**src/rtl/xy_route_arbiter_if.sv**
```systemverilog
// Request/grant bundle between the XY route arbiter and the switch control unit.
// The arbiter takes the slave modport; the control unit (or a bench) takes master.
interface xy_route_arbiter_if #(
    parameter int PORT_N = 5,
    parameter int DATA_W = 8
);
    localparam int SEL_W = $clog2(PORT_N);

    logic [PORT_N-1:0]        vld_input_i;
    logic [PORT_N*DATA_W-1:0] data_i;
    logic [PORT_N-1:0]        wr_en_i;
    logic [SEL_W-1:0]         mux_in_sel_o;
    logic                     mux_in_sel_vld_o;
    logic [SEL_W-1:0]         mux_out_sel_o;

    modport slave (
        input  vld_input_i, data_i, wr_en_i,
        output mux_in_sel_o, mux_in_sel_vld_o, mux_out_sel_o
    );

    modport master (
        output vld_input_i, data_i, wr_en_i,
        input  mux_in_sel_o, mux_in_sel_vld_o, mux_out_sel_o
    );
endinterface

```
**src/rtl/xy_route_arbiter.sv**
```systemverilog
// XY route computation plus round-robin input arbitration for the simple_mesh_xy router.
// Grants are held until the control unit writes the selected output port.
module xy_route_arbiter #(
    parameter int PORT_N   = 5,
    parameter int DATA_W   = 8,
    parameter int COORD_W  = 2,
    parameter int ROW_CORD = 0,
    parameter int COL_CORD = 0
) (
    input  logic                 clk_i,
    input  logic                 rst_ni,
    xy_route_arbiter_if.slave    bus
);
    localparam int SEL_W = $clog2(PORT_N);
    localparam logic [COORD_W-1:0] MY_X = COORD_W'(COL_CORD);
    localparam logic [COORD_W-1:0] MY_Y = COORD_W'(ROW_CORD);

    typedef enum logic {IDLE, GRANT} state_t;

    state_t             state_q, state_d;
    logic [SEL_W-1:0]   rr_ptr_q, rr_ptr_d;
    logic [SEL_W-1:0]   sel_in_q, sel_in_d;
    logic [SEL_W-1:0]   sel_out_q, sel_out_d;

    logic [DATA_W-1:0]  flit [PORT_N];
    logic [PORT_N-1:0]  req;
    logic [SEL_W-1:0]   ptr;
    logic               do_arb;
    logic               found;
    logic [SEL_W-1:0]   win;

    function automatic logic [SEL_W-1:0] route(input logic [DATA_W-1:0] f);
        logic [COORD_W-1:0] dx;
        logic [COORD_W-1:0] dy;
        dx = f[DATA_W-1 -: COORD_W];
        dy = f[DATA_W-1-COORD_W -: COORD_W];
        if (dx > MY_X)      return SEL_W'(1);
        else if (dx < MY_X) return SEL_W'(3);
        else if (dy < MY_Y) return SEL_W'(0);
        else if (dy > MY_Y) return SEL_W'(2);
        else                return SEL_W'(4);
    endfunction

    function automatic logic [SEL_W-1:0] next_idx(input logic [SEL_W-1:0] i);
        return (i == SEL_W'(PORT_N-1)) ? '0 : i + 1'b1;
    endfunction

    // First set bit of m scanning circularly upward from p.
    function automatic void arbitrate(input  logic [PORT_N-1:0] m,
                                      input  logic [SEL_W-1:0]  p,
                                      output logic              f,
                                      output logic [SEL_W-1:0]  w);
        logic [SEL_W-1:0] idx;
        f   = 1'b0;
        w   = '0;
        idx = p;
        for (int unsigned i = 0; i < PORT_N; i++) begin
            if (!f && m[idx]) begin
                f = 1'b1;
                w = idx;
            end
            idx = next_idx(idx);
        end
    endfunction

    always_comb begin
        for (int unsigned p = 0; p < PORT_N; p++) begin
            flit[p] = bus.data_i[p*DATA_W +: DATA_W];
        end
    end

    always_comb begin
        state_d   = state_q;
        rr_ptr_d  = rr_ptr_q;
        sel_in_d  = sel_in_q;
        sel_out_d = sel_out_q;
        req       = '0;
        ptr       = '0;
        do_arb    = 1'b0;
        found     = 1'b0;
        win       = '0;

        case (state_q)
            IDLE: begin
                req    = bus.vld_input_i;
                ptr    = rr_ptr_q;
                do_arb = 1'b1;
            end
            GRANT: begin
                // On a write, re-arbitrate immediately excluding the input just served.
                if (bus.wr_en_i[sel_out_q]) begin
                    rr_ptr_d = next_idx(sel_in_q);
                    req      = bus.vld_input_i & ~(PORT_N'(1) << sel_in_q);
                    ptr      = next_idx(sel_in_q);
                    do_arb   = 1'b1;
                end
            end
            default: state_d = IDLE;
        endcase

        arbitrate(req, ptr, found, win);

        if (do_arb) begin
            if (found) begin
                state_d   = GRANT;
                sel_in_d  = win;
                sel_out_d = route(flit[win]);
            end else begin
                state_d   = IDLE;
            end
        end
    end

    always_ff @(posedge clk_i) begin
        if (!rst_ni) begin
            state_q   <= IDLE;
            rr_ptr_q  <= '0;
            sel_in_q  <= '0;
            sel_out_q <= '0;
        end else begin
            state_q   <= state_d;
            rr_ptr_q  <= rr_ptr_d;
            sel_in_q  <= sel_in_d;
            sel_out_q <= sel_out_d;
        end
    end

    assign bus.mux_in_sel_o     = sel_in_q;
    assign bus.mux_out_sel_o    = sel_out_q;
    assign bus.mux_in_sel_vld_o = (state_q == GRANT);

    // The granted head flit must stay valid until it is written.
    m_hold_vld: assume property (@(posedge clk_i) disable iff (!rst_ni)
        (bus.mux_in_sel_vld_o && !bus.wr_en_i[bus.mux_out_sel_o])
            |-> bus.vld_input_i[bus.mux_in_sel_o]);

    a_sel_range: assert property (@(posedge clk_i) disable iff (!rst_ni)
        bus.mux_in_sel_vld_o |-> (32'(bus.mux_in_sel_o) < PORT_N));

    a_sel_stable: assert property (@(posedge clk_i) disable iff (!rst_ni)
        (bus.mux_in_sel_vld_o && !bus.wr_en_i[bus.mux_out_sel_o])
            |=> (bus.mux_in_sel_vld_o && $stable(bus.mux_in_sel_o) && $stable(bus.mux_out_sel_o)));

    a_route_ok: assert property (@(posedge clk_i) disable iff (!rst_ni)
        bus.mux_in_sel_vld_o |-> (bus.mux_out_sel_o == route(flit[bus.mux_in_sel_o])));

endmodule

```
**src/flat_wrapper.sv**
```systemverilog
// flat-port wrapper written by rule: the top's interface ports become plain ports
module xy_route_arbiter_flat 
#(
    parameter int PORT_N   = 5,
    parameter int DATA_W   = 8,
    parameter int COORD_W  = 2,
    parameter int ROW_CORD = 0,
    parameter int COL_CORD = 0
)
  (clk_i, rst_ni, bus_vld_input_i, bus_data_i, bus_wr_en_i, bus_mux_in_sel_o, bus_mux_in_sel_vld_o, bus_mux_out_sel_o);
  xy_route_arbiter_if #(.PORT_N(PORT_N), .DATA_W(DATA_W)) bus_i ();
  input  logic clk_i;
  input  logic rst_ni;
  input wire logic [$bits(bus_i.vld_input_i)-1:0] bus_vld_input_i;
  input wire logic [$bits(bus_i.data_i)-1:0] bus_data_i;
  input wire logic [$bits(bus_i.wr_en_i)-1:0] bus_wr_en_i;
  output wire logic [$bits(bus_i.mux_in_sel_o)-1:0] bus_mux_in_sel_o;
  output wire logic [$bits(bus_i.mux_in_sel_vld_o)-1:0] bus_mux_in_sel_vld_o;
  output wire logic [$bits(bus_i.mux_out_sel_o)-1:0] bus_mux_out_sel_o;
  assign bus_i.vld_input_i = bus_vld_input_i;
  assign bus_i.data_i = bus_data_i;
  assign bus_i.wr_en_i = bus_wr_en_i;
  assign bus_mux_in_sel_o = bus_i.mux_in_sel_o;
  assign bus_mux_in_sel_vld_o = bus_i.mux_in_sel_vld_o;
  assign bus_mux_out_sel_o = bus_i.mux_out_sel_o;
  xy_route_arbiter #(.PORT_N(PORT_N), .DATA_W(DATA_W), .COORD_W(COORD_W), .ROW_CORD(ROW_CORD), .COL_CORD(COL_CORD)) u_core (.clk_i(clk_i), .rst_ni(rst_ni), .bus(bus_i));
endmodule
```
**config.mk**
```make
export PLATFORM = sky130hd
export DESIGN_NAME = xy_route_arbiter_flat
export DESIGN_NICKNAME = d
export VERILOG_FILES = /design/src/rtl/xy_route_arbiter_if.sv /design/src/rtl/xy_route_arbiter.sv /design/src/flat_wrapper.sv
export SDC_FILE = /design/constraint.sdc
export NUM_CORES = 1
export LEC_CHECK = 0
export ABC_AREA = 0
export CAP_MARGIN = 15
export CORE_MARGIN = 1
export CORE_UTILIZATION = 47
export CTS_BUF_LIST = sky130_fd_sc_hd__clkbuf_4 sky130_fd_sc_hd__clkbuf_8
export DETAILED_ROUTE_END_ITERATION = 16
export PLACE_DENSITY = 0.83
export RECOVER_POWER = 25
export SETUP_SLACK_MARGIN = 0.15
export SLEW_MARGIN = 25
export SYNTH_ARGS = -nofsm -noshare
export SYNTH_HDL_FRONTEND = slang
export SYNTH_SLANG_ARGS = --single-unit
```
**constraint.sdc**
```tcl
create_clock -name clk_i -period 7.4 [get_ports clk_i]
set_input_delay 1.11 -clock clk_i [delete_from_list [all_inputs] [get_ports clk_i]]
set_output_delay 1.11 -clock clk_i [all_outputs]
set_load 0.05 [all_outputs]
```
==> results.yml <==
synth:
  synth_cell_types: 64
  syn-instance-count: 227
  synth_top_flop_cell: "dfxtp_1"
  synth-edff-count: 0
  synth_seq_cells: 10
  seq_area_frac_synth: 0.117
  syn-num-nets: 290
  syn_area_um2: 1710
  yosysWarnings: 0
  synth_area_per_cell_um2: 7.54
  ys_async_sr_fraction: 0
global_route:
  grt.total_usage: 0.236
  overflow: 0
  grt_max_degree: 20
  grt_first_pass_wirelength_mm: 7.58
  antenna_found_initial: 0
  grt_pass1_vias: 1710
clock_network:
  clkTransAtPathRegs_ns: 0.07
  root_buffer: "clkbuf_4"
  cts_tree: "built"
  cts_setup_buffers: 0
  cts_resized: 0
  cts_buffers: 3
  clock_path_buffers: 2
  cts_hold_buf: 0
  cts.sinks: 10
  clock_latency_ns: 0.28
  h-tree-depth: 1
floorplanning:
  fp-row-count: 21
  initial_core_util: 0.501
  die_area_um2: 3890
  num_io_pins: 59
  fp.dieH_um: 62.3
  core-area_um2: 3420
  die_w_um: 62.3
setup_path:
  required_ns: 7.59
  reg2regPathDepth: 25
  start_kind: "input pin"
  cp_data_arrival_time_ns: 6.85
  path_class: "input pin to flip-flop"
  r2r_slack_ns: 1.07
  critPathSlowestCell: "clkdlybuf4s50_1"
  path_delay_family: "compound AO/OA/AOI/OAI gates"
  r2r-end: "u_core.bus.mux_out_sel_o[1]$_SDFFE_PN0P_"
  r2r_start: "u_core.bus.mux_in_sel_o[0]$_SDFFE_PN0P_"
  end_kind: "flip-flop"
  critPathMaxFanout: 7
  max_stage_delay_ns: 0.45
  critical_path.startpoint: "bus_wr_en_i[4]"
  path_cells: "clkdlybuf4s50_1 > and4bb_2 > a221oi_4 > a21oi_1 > inv_1 > ha_1 > a21oi_1 > o22ai_1 > a22oi_2 > inv_1 > ha_1 > o21ai_0 > nand2_1 > inv_1 > ha_1 > or3b_1 > nand2_1 > o41ai_1 > or2_1 > o21a_2 > o21ai_2 > mux2_1 > a22o_1 > o31ai_1"
  critPathBufInv: 4
route:
  drc: 0
  drtPass1Iterations: 4
  wl_per_cell_um: 14.2
  wirelength_mm: 4.45
  drt_iter0_drc: 117
  vias_per_cell: 5.80
  vias: 1821
  ant_nets: 0
worst_hold_path:
  hp-start: "u_core.rr_ptr_q[1]$_SDFFE_PN0P_"
  whs_path_depth: 2
  hold_end: "u_core.rr_ptr_q[1]$_SDFFE_PN0P_"
  min_path_type: "flip-flop to flip-flop"
timing:
  rsz0062_at_grt: "false"
  tightestPinTransition_ns: 0.787
  hold_viol: 0
  finalCritPeriodShare: 0.900
  final-setup-viol-count: 0
  slew_violations: 0
  final.min_clock_period_ns: 6.66
  skew_ns: 0.00555
  maxSlewHeadroom: 0.471
  fmax_ghz: 0.150
  tns_ns: 0
layout:
  final_nets: 332
  syn_to_final_growth_pct: 27.6
  final_cell_mix: "37 x clkdlybuf4s50_1, 29 x nor2_1, 18 x nand2_1"
  fillers: 311
  multi_input_area_um2: 1430
  final_common_cell: "clkdlybuf4s50_1"
  antenna_cells: 0
  fin_cells: 314
  seq_area_um2: 200
  drive_gt1_frac: 0.116
placed_design:
  dpl.hpwl_mm: 3.54
  placed_cells: 310
  port_buffers: 38
  gp_congestion: 0.867
flow_run:
  maxCapViolations: 0
outcome:
  outcome: "complete, no violations"
==> flip-flops by register name, summed over array words and instances, names as in the netlist <==
register / flops
u_core.rr_ptr_q: 3
u_core.bus.mux_in_sel_vld_o: 1
u_core.bus.mux_out_sel_o: 3
u_core.bus.mux_in_sel_o: 3
==> synthesized netlist by cell type, types with 3 or more instances <==
cell      instances  area (µm²)
a21boi_0          4        30.0
a21oi_1          16        80.1
a221o_1           3        30.0
a22o_1            3        26.3
a22oi_1           3        22.5
and2_1            6        37.5
buf_2             4        20.0
dfxtp_1          10         200
ha_1             11         138
inv_1            13        48.8
mux2i_1           9        90.1
nand2_1          18        67.6
nand2b_1          6        37.5
nand3_1           7        35.0
nor2_1           29         109
nor2b_1           6        37.5
nor3_1            6        30.0
o211ai_1          3        22.5
o21ai_0           6        30.0
o21ai_1           5        25.0
or3_1             3        18.8
==> logic make-up after synthesis <==
kind of cell / synth area share
flops: 0.117
mux: 0.0899
xor+xnor: 0.0102
compound gates: 0.349
fa+ha+maj: 0.0804
buf+inv: 0.0468
simple gates: 0.306
==> worst register-to-register path, stage by stage (launching register included) <==
cell and delay [ns]:
dfxtp_1 0.47, inv_1 0.12, ha_1 0.26, a21oi_1 0.22, mux2i_1 0.20, a21oi_1 0.45, inv_1 0.09, ha_1 0.30
a21oi_1 0.17, o22ai_1 0.14, a22oi_2 0.33, inv_1 0.14, ha_1 0.29, o21ai_0 0.16, nand2_1 0.17, inv_1 0.08
ha_1 0.26, or3b_1 0.42, nand2_1 0.20, o41ai_1 0.13, or2_1 0.34, o21a_2 0.26, o21ai_2 0.22, mux2_1 0.37
a22o_1 0.24, o31ai_1 0.21
==> stage by stage <==
step	util	area [µm²]	setup slack (ns)	hold slack (ns)
floorplan	-	1710	1.43	0.448
global placement	0.630	2150	0.591	0.472
detailed placement	0.630	2150	0.509	0.475
CTS	0.641	2190	0.773	0.489
global route	0.640	2180	0.245	0.536
finish	0.640	2180	0.738	0.488
==> area by class of cell <==
cell class,count,area share
clock buffer,4,0.0166
inverter,14,0.0241
multi-input combinational,198,0.653
sequential,10,0.0916
tap,46,0.0263
timing repair buffer,42,0.188
==> how the worst max path moves through the flow <==
| stage | endpoint | depth (start not counted) | slack (ns) |
|---|---|---|---|
| floorplan | u_core.bus.mux_out_sel_o[1]$_SDFFE_PN0P_ | 25 | 1.43 |
| global placement | u_core.bus.mux_out_sel_o[1]$_SDFFE_PN0P_ | 24 | 0.59 |
| detailed placement | u_core.bus.mux_out_sel_o[1]$_SDFFE_PN0P_ | 24 | 0.51 |
| CTS | u_core.bus.mux_out_sel_o[1]$_SDFFE_PN0P_ | 24 | 0.77 |
| global route | u_core.bus.mux_out_sel_o[1]$_SDFFE_PN0P_ | 24 | 0.25 |
| finish | u_core.bus.mux_out_sel_o[1]$_SDFFE_PN0P_ | 24 | 0.74 |
==> per-layer routing <==
layer  share of wire  vias to the layer above  GRT usage  wire, µm
li1                -                      933          -         -
met1            0.46                      825      0.305      2050
met2            0.48                       60      0.420      2130
met3           0.057                        3     0.0257       255
met4          0.0043                        0     0.0465        19
met5               0                        -          0         0
Power is not shown: default switching activity piles up to over one toggle a cycle in this logic, so the estimate is an artifact.
